==> src/rtl/cbus_arbiter_pkg.sv <==
// Shared cache-bus types for the N-to-1 cache bus arbiter: request/response
// structs, burst length type, arbiter index type and FSM state encoding.
package cbus_arbiter_pkg;

  localparam int CBUS_ARB_MAX_INPUTS = 8;

  typedef logic [$clog2(CBUS_ARB_MAX_INPUTS)-1:0] arb_idx_t;

  // Burst length in beats minus one.
  typedef logic [7:0] mlen_t;

  typedef struct packed {
    logic        valid;
    logic        is_write;
    logic [31:0] addr;
    mlen_t       len;
    logic [3:0]  strb;
    logic [31:0] data;
  } cbus_req_t;

  typedef struct packed {
    logic        ready;
    logic        last;
    logic [31:0] data;
  } cbus_resp_t;

  typedef enum logic {
    ARB_IDLE,
    ARB_BUSY
  } arb_state_e;

  // Increment modulo num; never produces an index >= num, even for non-power-of-2 num.
  function automatic arb_idx_t arb_wrap_inc(arb_idx_t idx, int num);
    return (int'(idx) >= num - 1) ? '0 : arb_idx_t'(idx + 1'b1);
  endfunction

endpackage

==> src/rtl/cbus_arbiter_if.sv <==
// Cache bus bundle around the arbiter: upstream master requests/responses and the
// single merged downstream port. "slave" is the arbiter's view, "master" the environment's.
interface cbus_arbiter_if #(
  parameter int NUM_INPUTS = 2
);
  import cbus_arbiter_pkg::*;

  cbus_req_t  ireqs  [NUM_INPUTS];
  cbus_resp_t iresps [NUM_INPUTS];
  cbus_req_t  oreq;
  cbus_resp_t oresp;

  modport master (output ireqs, input iresps, input oreq, output oresp);
  modport slave  (input ireqs, output iresps, output oreq, input oresp);

endinterface

==> src/rtl/cbus_arbiter_rr_priority_picker.sv <==
// Combinational picker: first valid requester at or after start, wrapping modulo
// NUM_INPUTS. A start tied to zero turns it into a fixed lowest-index-wins picker.
module rr_priority_picker #(
  parameter  int NUM_INPUTS = 2,
  localparam int IDX_W      = $clog2(NUM_INPUTS)
) (
  input  logic [NUM_INPUTS-1:0] valid,
  input  logic [IDX_W-1:0]      start,
  output logic [NUM_INPUTS-1:0] onehot,
  output logic [IDX_W-1:0]      idx,
  output logic                  any
);

  int cand;

  // NOTE: every output gets a default before the search loop so no latch is inferred.
  always_comb begin
    onehot = '0;
    idx    = '0;
    any    = 1'b0;
    cand   = 0;
    for (int k = 0; k < NUM_INPUTS; k++) begin
      cand = int'(start) + k;
      if (cand >= NUM_INPUTS) cand = cand - NUM_INPUTS;
      for (int j = 0; j < NUM_INPUTS; j++) begin
        if (!any && valid[j] && (j == cand)) begin
          onehot[j] = 1'b1;
          idx       = IDX_W'(j);
          any       = 1'b1;
        end
      end
    end
  end

endmodule

==> src/rtl/cbus_arbiter.sv <==
// N-to-1 cache bus arbiter: one grant per burst, held until the last beat, one cycle
// of arbitration latency. Define CBUS_ARBITER_ROUND_ROBIN_EN for round-robin, else fixed priority.
module cbus_arbiter
  import cbus_arbiter_pkg::*;
#(
  parameter  int NUM_INPUTS = 2,
  localparam int IDX_W      = $clog2(NUM_INPUTS)
) (
  input  logic              clk,
  input  logic              reset,
  cbus_arbiter_if.slave     bus,
  output logic              busy,
  output logic [IDX_W-1:0]  grant_idx
);

  arb_state_e              state;
  logic [NUM_INPUTS-1:0]   grant_oh;
  logic [IDX_W-1:0]        rr_ptr;
  logic [NUM_INPUTS-1:0]   req_valid;
  logic [NUM_INPUTS-1:0]   pick_oh;
  logic [IDX_W-1:0]        pick_idx;
  logic                    pick_any;
  logic                    granted_valid;

  always_comb begin
    req_valid = '0;
    for (int i = 0; i < NUM_INPUTS; i++) req_valid[i] = bus.ireqs[i].valid;
  end

  rr_priority_picker #(.NUM_INPUTS(NUM_INPUTS)) u_picker (
    .valid  (req_valid),
    .start  (rr_ptr),
    .onehot (pick_oh),
    .idx    (pick_idx),
    .any    (pick_any)
  );

`ifndef CBUS_ARBITER_ROUND_ROBIN_EN
  assign rr_ptr = '0;
`endif

  // NOTE: sequential state uses non-blocking assignments only; reset is synchronous.
  always_ff @(posedge clk) begin
    if (reset) begin
      state     <= ARB_IDLE;
      grant_idx <= '0;
      grant_oh  <= NUM_INPUTS'(1);
`ifdef CBUS_ARBITER_ROUND_ROBIN_EN
      rr_ptr    <= '0;
`endif
    end else begin
      case (state)
        ARB_IDLE: begin
          if (pick_any) begin
            state     <= ARB_BUSY;
            grant_idx <= pick_idx;
            grant_oh  <= pick_oh;
          end
        end
        ARB_BUSY: begin
          if (bus.oresp.ready && bus.oresp.last) begin
            state  <= ARB_IDLE;
`ifdef CBUS_ARBITER_ROUND_ROBIN_EN
            // Just-served master drops to lowest priority for the next arbitration.
            rr_ptr <= IDX_W'(arb_wrap_inc(arb_idx_t'(grant_idx), NUM_INPUTS));
`endif
          end
        end
      endcase
    end
  end

  assign busy = (state == ARB_BUSY);

  // Granted request passes straight through so write data and strobes stream per beat.
  always_comb begin
    bus.oreq      = '0;
    granted_valid = 1'b0;
    for (int i = 0; i < NUM_INPUTS; i++) bus.iresps[i] = '0;
    for (int i = 0; i < NUM_INPUTS; i++) begin
      if (grant_oh[i]) begin
        granted_valid = bus.ireqs[i].valid;
        if (!reset && state == ARB_BUSY) begin
          bus.oreq      = bus.ireqs[i];
          bus.iresps[i] = bus.oresp;
        end
      end
    end
  end

  // A granted master must hold valid until its last beat completes.
  a_grant_held: assert property (@(posedge clk) disable iff (reset)
    (state == ARB_BUSY) |-> granted_valid);

endmodule

==> src/flat_wrapper.sv <==
// flat-port wrapper written by rule: the top's interface ports become plain ports
module cbus_arbiter_flat import cbus_arbiter_pkg::*;
#(
  parameter  int NUM_INPUTS = 2,
  localparam int IDX_W      = $clog2(NUM_INPUTS)
)
  (clk, reset, busy, grant_idx, bus_ireqs, bus_iresps, bus_oreq, bus_oresp);
  cbus_arbiter_if #(.NUM_INPUTS(NUM_INPUTS)) bus_i ();
  input  logic clk;
  input  logic reset;
  output logic busy;
  output logic [IDX_W-1:0] grant_idx;
  input wire logic [$bits(bus_i.ireqs)-1:0] bus_ireqs;
  output wire logic [$bits(bus_i.iresps)-1:0] bus_iresps;
  output wire logic [$bits(bus_i.oreq)-1:0] bus_oreq;
  input wire logic [$bits(bus_i.oresp)-1:0] bus_oresp;
  assign bus_i.ireqs = {>>{bus_ireqs}};
  assign bus_iresps = {>>{bus_i.iresps}};
  assign bus_oreq = bus_i.oreq;
  assign bus_i.oresp = bus_oresp;
  cbus_arbiter #(.NUM_INPUTS(NUM_INPUTS)) u_core (.clk(clk), .reset(reset), .bus(bus_i), .busy(busy), .grant_idx(grant_idx));
endmodule
==> config.mk <==
export PLATFORM = sky130hd
export DESIGN_NAME = cbus_arbiter_flat
export DESIGN_NICKNAME = d
export VERILOG_FILES = /design/src/rtl/cbus_arbiter_pkg.sv /design/src/rtl/cbus_arbiter_if.sv /design/src/rtl/cbus_arbiter_rr_priority_picker.sv /design/src/rtl/cbus_arbiter.sv /design/src/flat_wrapper.sv
export SDC_FILE = /design/constraint.sdc
export NUM_CORES = 1
export LEC_CHECK = 0
export BUFFER_PORTS_ARGS = -buffer_cell sky130_fd_sc_hd__clkbuf_2
export CAP_MARGIN = 0
export CORE_AREA = 5 5 128 130
export DETAILED_ROUTE_END_ITERATION = 12
export DIE_AREA = 0 0 133 135
export PLACE_DENSITY = 0.49
export SETUP_SLACK_MARGIN = 0.15
export SLEW_MARGIN = 30
export SYNTH_ARGS = -nofsm -noshare
export SYNTH_HDL_FRONTEND = slang
export SYNTH_HIERARCHICAL = 1
export SYNTH_SLANG_ARGS = --single-unit
==> constraint.sdc <==
create_clock -name clk -period 3 [get_ports clk]
set_input_delay 0.9 -clock clk [delete_from_list [all_inputs] [get_ports clk]]
set_output_delay 0.9 -clock clk [all_outputs]
set_load 0.01 [all_outputs]
==> results of run 1 <==
==> cell families (layout without fill, tap and decap cells) <==
group,count (synthesis),in the layout
simple gates,155,155
mux,2,2
compound gates,83,83
other cells,1,2
buf+inv,41,352
flops,4,4
==> synth_stat cells (all sizes together) <==
cell type and number:
and3 68, nor2 81, a211o 1, buf 26, inv 1, nor2b 4, conb 1, nand2b 1
clkbuf 14, or2 1, a22oi 78, mux2i 2, dfxtp 4, a311oi 1, a21boi 3
==> layer usage <==
layer	part of all wire, %	GRT usage (%)	up-vias
li1	-	-	1672
met1	37	12.6	1485
met2	50	21.1	221
met3	12	3.58	8
met4	1.1	1.96	0
met5	0	0	-
==> where the power goes <==
group	switching, uW	internal (uW)
clock network	41.8	176
logic	301	251
registers	5.49	57.6
==> registers in the layout, summed over array words and instances (netlist names) <==
name	cells
u_core/busy	1
u_core/grant_idx	1
u_core/grant_oh	2
==> worst min-delay path by stage <==
stage | endpoint | cells after the start | from
5_1_grt | u_core/grant_idx$_SDFFE_PP0P_ | 2 | u_core/grant_idx$_SDFFE_PP0P_
6_report | u_core/grant_idx$_SDFFE_PP0P_ | 2 | u_core/grant_idx$_SDFFE_PP0P_
4_1_cts | u_core/grant_idx$_SDFFE_PP0P_ | 2 | u_core/grant_idx$_SDFFE_PP0P_
3_3_place_gp | u_core/grant_idx$_SDFFE_PP0P_ | 2 | u_core/grant_idx$_SDFFE_PP0P_
2_1_floorplan | u_core/grant_idx$_SDFFE_PP0P_ | 2 | u_core/grant_idx$_SDFFE_PP0P_
3_5_place_dp | u_core/grant_idx$_SDFFE_PP0P_ | 2 | u_core/grant_idx$_SDFFE_PP0P_
==> worst max-delay path, delay by kind of cell <==
family / cells / cell delay [ns]
and+or+nand+nor: 2 / 0.37
buffers and inverters: 3 / 0.54
==> per-stage QoR <==
step                      cell area, um2  power [uW]  util [%]  setup WS [ns]
after floorplan                     1920         384         -          0.493
after global placement              3720         623      24.8          0.263
after detailed placement            3720         621      24.8          0.270
after CTS                           3800         844      25.3          0.265
after global routing                3800         893      25.3          0.184
final                               3800         833      25.3          0.279
==> final cells by class <==
| cell class | count | area, um2 | area share (%) |
|---|---|---|---|
| inverters | 1 | 3.75 | 0.0987 |
| repair buffers | 347 | 1810 | 47.5 |
| clock buffers | 4 | 78.8 | 2.07 |
| well taps | 188 | 235 | 6.19 |
| flip-flops and latches | 4 | 83.8 | 2.21 |
| multi-input cells | 242 | 1590 | 41.9 |
==> metrics, run 1 <==
status finished clean; die area 18000 um2; post-CTS setup buffers 0; most frequent cells in the layout clkbuf_2, and3_1, nor2_1, a22oi_1; Synth top area share 22.7%; Critical R2R Launch u_core/busy$_SDFF_PP0_; Hold Slack 0.547 ns; largest family of logic cells by synthesized area simple AND/OR/NAND/NOR gates; CP max stage cell buf_4; worst reg-to-reg path cell count 3; hpwl dp 9680 um; max incr delay on CP 0.24 ns; final setup fails 0; FP Rows 45; largest net degree at the start of global routing 79; CTS Root Cell clkbuf_16; synth top area cells a22oi_1, and3_1, a22oi_2, nor2_1, nor2_2; Synth Instances 286; CTS Buf Count 3; chip height 135 um; critical path capture point type output port; mux cell area share after synthesis 1.04%; routed length per instance 14.7 um; Worst Path Max Fanout 20; CP Capture Point bus_oreq[52]; Core Area 15000 um2; synthesized flop and latch total 4; Synth Area in Simple Gates 43.1%; Global Route Usage Sum 11.3%; Data required, critical path 2.10 ns; RSZ-0062 raised after global routing no; FILL cells 1672; Post-CTS Hold Fix Bufs 0; 1st-iter DRT viols 125; placed insts 782; Final #Nets 791; xor-xnor portion of the synthesized cell area 0%; clk buf depth 2; Initial Util 12.8%; vias in the first global route 3340; CTS resizes 0; Seq/Total Area, Yosys 4.17%; H-tree Lvls 1; complex-gate fraction of the synthesized area 37.8%; Inserted Diodes 0; Tcrit/Tclk final 90.7%; Routed Antenna Nets 0; crit-path cells clkbuf_2 -> nand2b_4 -> buf_4 -> nor2_1 -> clkbuf_2; r2r setup slk 1.84 ns; reg2reg end u_core/grant_oh[0]$_SDFFE_PP1P_; Setup crit start kind input port; Layout Cells excl Fill 786; GPL Wtd Cong 0.777; most common cell after layout, fill and taps aside clkbuf_2; share of layout cells above drive strength 1 65.9%; Yosys top cell by area a22oi_1; Hold Violations, Final 0; synth warn 6; HP Class register to register; Layout area overhead 97.9%; first-pass GRT wire length 16900 um; final WL 11600 um; PortBufs 339; fin. max-slew vios 0; maximum VDD drop 229 uV; FMAX 368 MHz; crit path from reset; DR vias/cell 4.31; post-synthesis cell type count 23; Final min period 2.72 ns; Synth Cell Area 1920 um2; crit path DAT 1.82 ns; initial antenna violation count 0; worst setup path class input port to output port; Adder-Cell Fraction of Synth Area 0%; TNS Setup 0 ns; DR pass1 iterations 4; Vias 3386; die extent in x 133 um; Avg Inst Size Synth 6.72 um2; CTS tree yes; pwr/cell area 219 nW/um2; most frequent CP cell clkbuf_2; LEAKAGE 0.00241 uW; later-pin clock latency in the skew report 0.23 ns; Top Ports 340; DRC errors left 0; clk sinks 4; global route total overflow 0; Clock Pin Slew Worst Setup and Hold Paths 0.03 ns; clk_skew 0.00578 ns; maxcap violations 0
Power figures use the tool's default switching activity.
==> run 2: changes to the inputs <==
- CELL_PAD_IN_SITES_DETAIL_PLACEMENT: unset -> 1
- CELL_PAD_IN_SITES_GLOBAL_PLACEMENT: unset -> 2
- CORE_AREA: 5 5 128 130 -> unset
- CORE_MARGIN: unset -> 5
- CORE_UTILIZATION: unset -> 11
- DIE_AREA: 0 0 133 135 -> unset
- PLACE_DENSITY: 0.49 -> 0.9
==> metrics, run 2 (synthesis results as in run 1) <==
LEAKAGE 0.00243 uW; DR pass1 iterations 4; Global Route Usage Sum 11.4%; max_slew headroom 66.3%; FILL cells 2252; vias in the first global route 3574; clk_skew 0.00108 ns; initial antenna violation count 0; GPL Wtd Cong 0.814; finished layout cell area 3870 um2; pwr/cell area 216 nW/um2; clk buf depth 2; die extent in x 142 um; crit-path cells clkbuf_2 -> nor2b_4 -> buf_12 -> and3_1 -> clkbuf_2; CTS tree yes; Reg with most FFs u_core/grant_oh; Final min period 2.68 ns; CTS Buf Count 3; most common cell after layout, fill and taps aside clkbuf_2; hpwl dp 10700 um; Hold Crit Depth 2; most frequent cells in the layout clkbuf_2, and3_1, nor2_1, a22oi_1; Core Area 17200 um2; Hold Slack 0.516 ns; clk sinks 4; status finished clean; TNS Setup 0 ns; HP Class register to register; largest net degree at the start of global routing 72; PortBufs 339; Inserted Diodes 0; first-pass GRT wire length 19000 um; Post-CTS Hold Fix Bufs 0; FP Rows 48; Vias 3428; CP Buf/Inv Count 3; H-tree Lvls 1; routed length per instance 15.3 um; Routed Antenna Nets 0; DRC errors left 0; RSZ-0062 raised after global routing no; CP max stage cell buf_12; Initial Util 11.1%; maxcap violations 0; Crit path max-delay family buffers and inverters; share of layout cells above drive strength 1 66.0%; 1st-iter DRT viols 133; Data required, critical path 2.10 ns; Clock Pin Slew Worst Setup and Hold Paths 0.03 ns; critical path capture point type output port; dpl ws 0.227 ns; Tcrit/Tclk final 89.4%; chip height 142 um; max incr delay on CP 0.23 ns; global route total overflow 0; worst-margin pin slew 0.505 ns; Final WS setup 0.317 ns; maximum VDD drop 247 uV; later-pin clock latency in the skew report 0.23 ns; final WL 12600 um; CTS Root Cell clkbuf_16; max reg flops 2; final setup fails 0; Top Ports 340; die area 20200 um2; crit path DAT 1.78 ns; Layout area overhead 102%; worst reg-to-reg path cell count 3; Hold Violations, Final 0; worst setup path class input port to output port; Final #Nets 793; fin. max-slew vios 0; Placed Area 3790 um2; Worst Path Max Fanout 68; Setup crit start kind input port; Crit path depth 5; FMAX 373 MHz; DR vias/cell 4.16; most frequent CP cell clkbuf_2
## run 2: changes by cell type in the layout (fill, tap and decap cells not counted), sizes merged
cell / previous run / this run
buf: 8 / 10
## run 2: metrics by stage
step,instances,utilization (%),power [uW]
2_1_floorplan,287,-,384
3_3_place_gp,820,22.0,628
3_5_place_dp,820,22.0,631
4_1_cts,824,22.4,853
5_1_grt,825,22.5,910
6_report,825,22.5,839
## run 2: layer usage
metal / GRT usage (%) / share of wire, % / up-vias
met5: 0 / 0 / -
met4: 1.16 / 0.44 / 0
met3: 2.92 / 9.9 / 8
met2: 21.7 / 54 / 169
met1: 13.1 / 36 / 1573
li1: - / - / 1678
## run 2: final timing paths
kind / startpoint / end / slack, ns
max reg2reg: u_core/busy$_SDFF_PP0_ / u_core/grant_oh[0]$_SDFFE_PP1P_ / 1.83
min reg2reg: u_core/grant_idx$_SDFFE_PP0P_ / u_core/grant_idx$_SDFFE_PP0P_ / 0.52
max: reset / bus_iresps[45] / 0.32
min: u_core/grant_idx$_SDFFE_PP0P_ / u_core/grant_idx$_SDFFE_PP0P_ / 0.52
## run 2: power breakdown
group	internal (uW)	leakage [uW]	total [uW]	switching, uW
combinational	256	0.00236	560	304
sequential	57.5	0.0000339	62.7	5.19
clock	176	0.0000382	216	40.3
total	490	0.00243	839	349
## run 2: area by class of cell
type	count	area (um2)	area share [%]
clock buffer	4	78.8	2.03
sequential	4	83.8	2.16
inverter	1	3.75	0.0969
multi-input combinational	242	1590	41.1
timing repair buffer	349	1830	47.3
tap	225	282	7.27
## run 2: worst min-delay path: cells and delay by family, from the launching register on
kind | cells | cell delay [ns]
AND/OR/NAND/NOR | 1 | 0.07
flip-flops | 1 | 0.33
multiplexers | 1 | 0.07
## run 2: repair_timing
item                                    4_1_cts  5_1_grt
buffers inserted                              0        1
resized for setup                             0        0
endpoints found under the setup margin        0        7
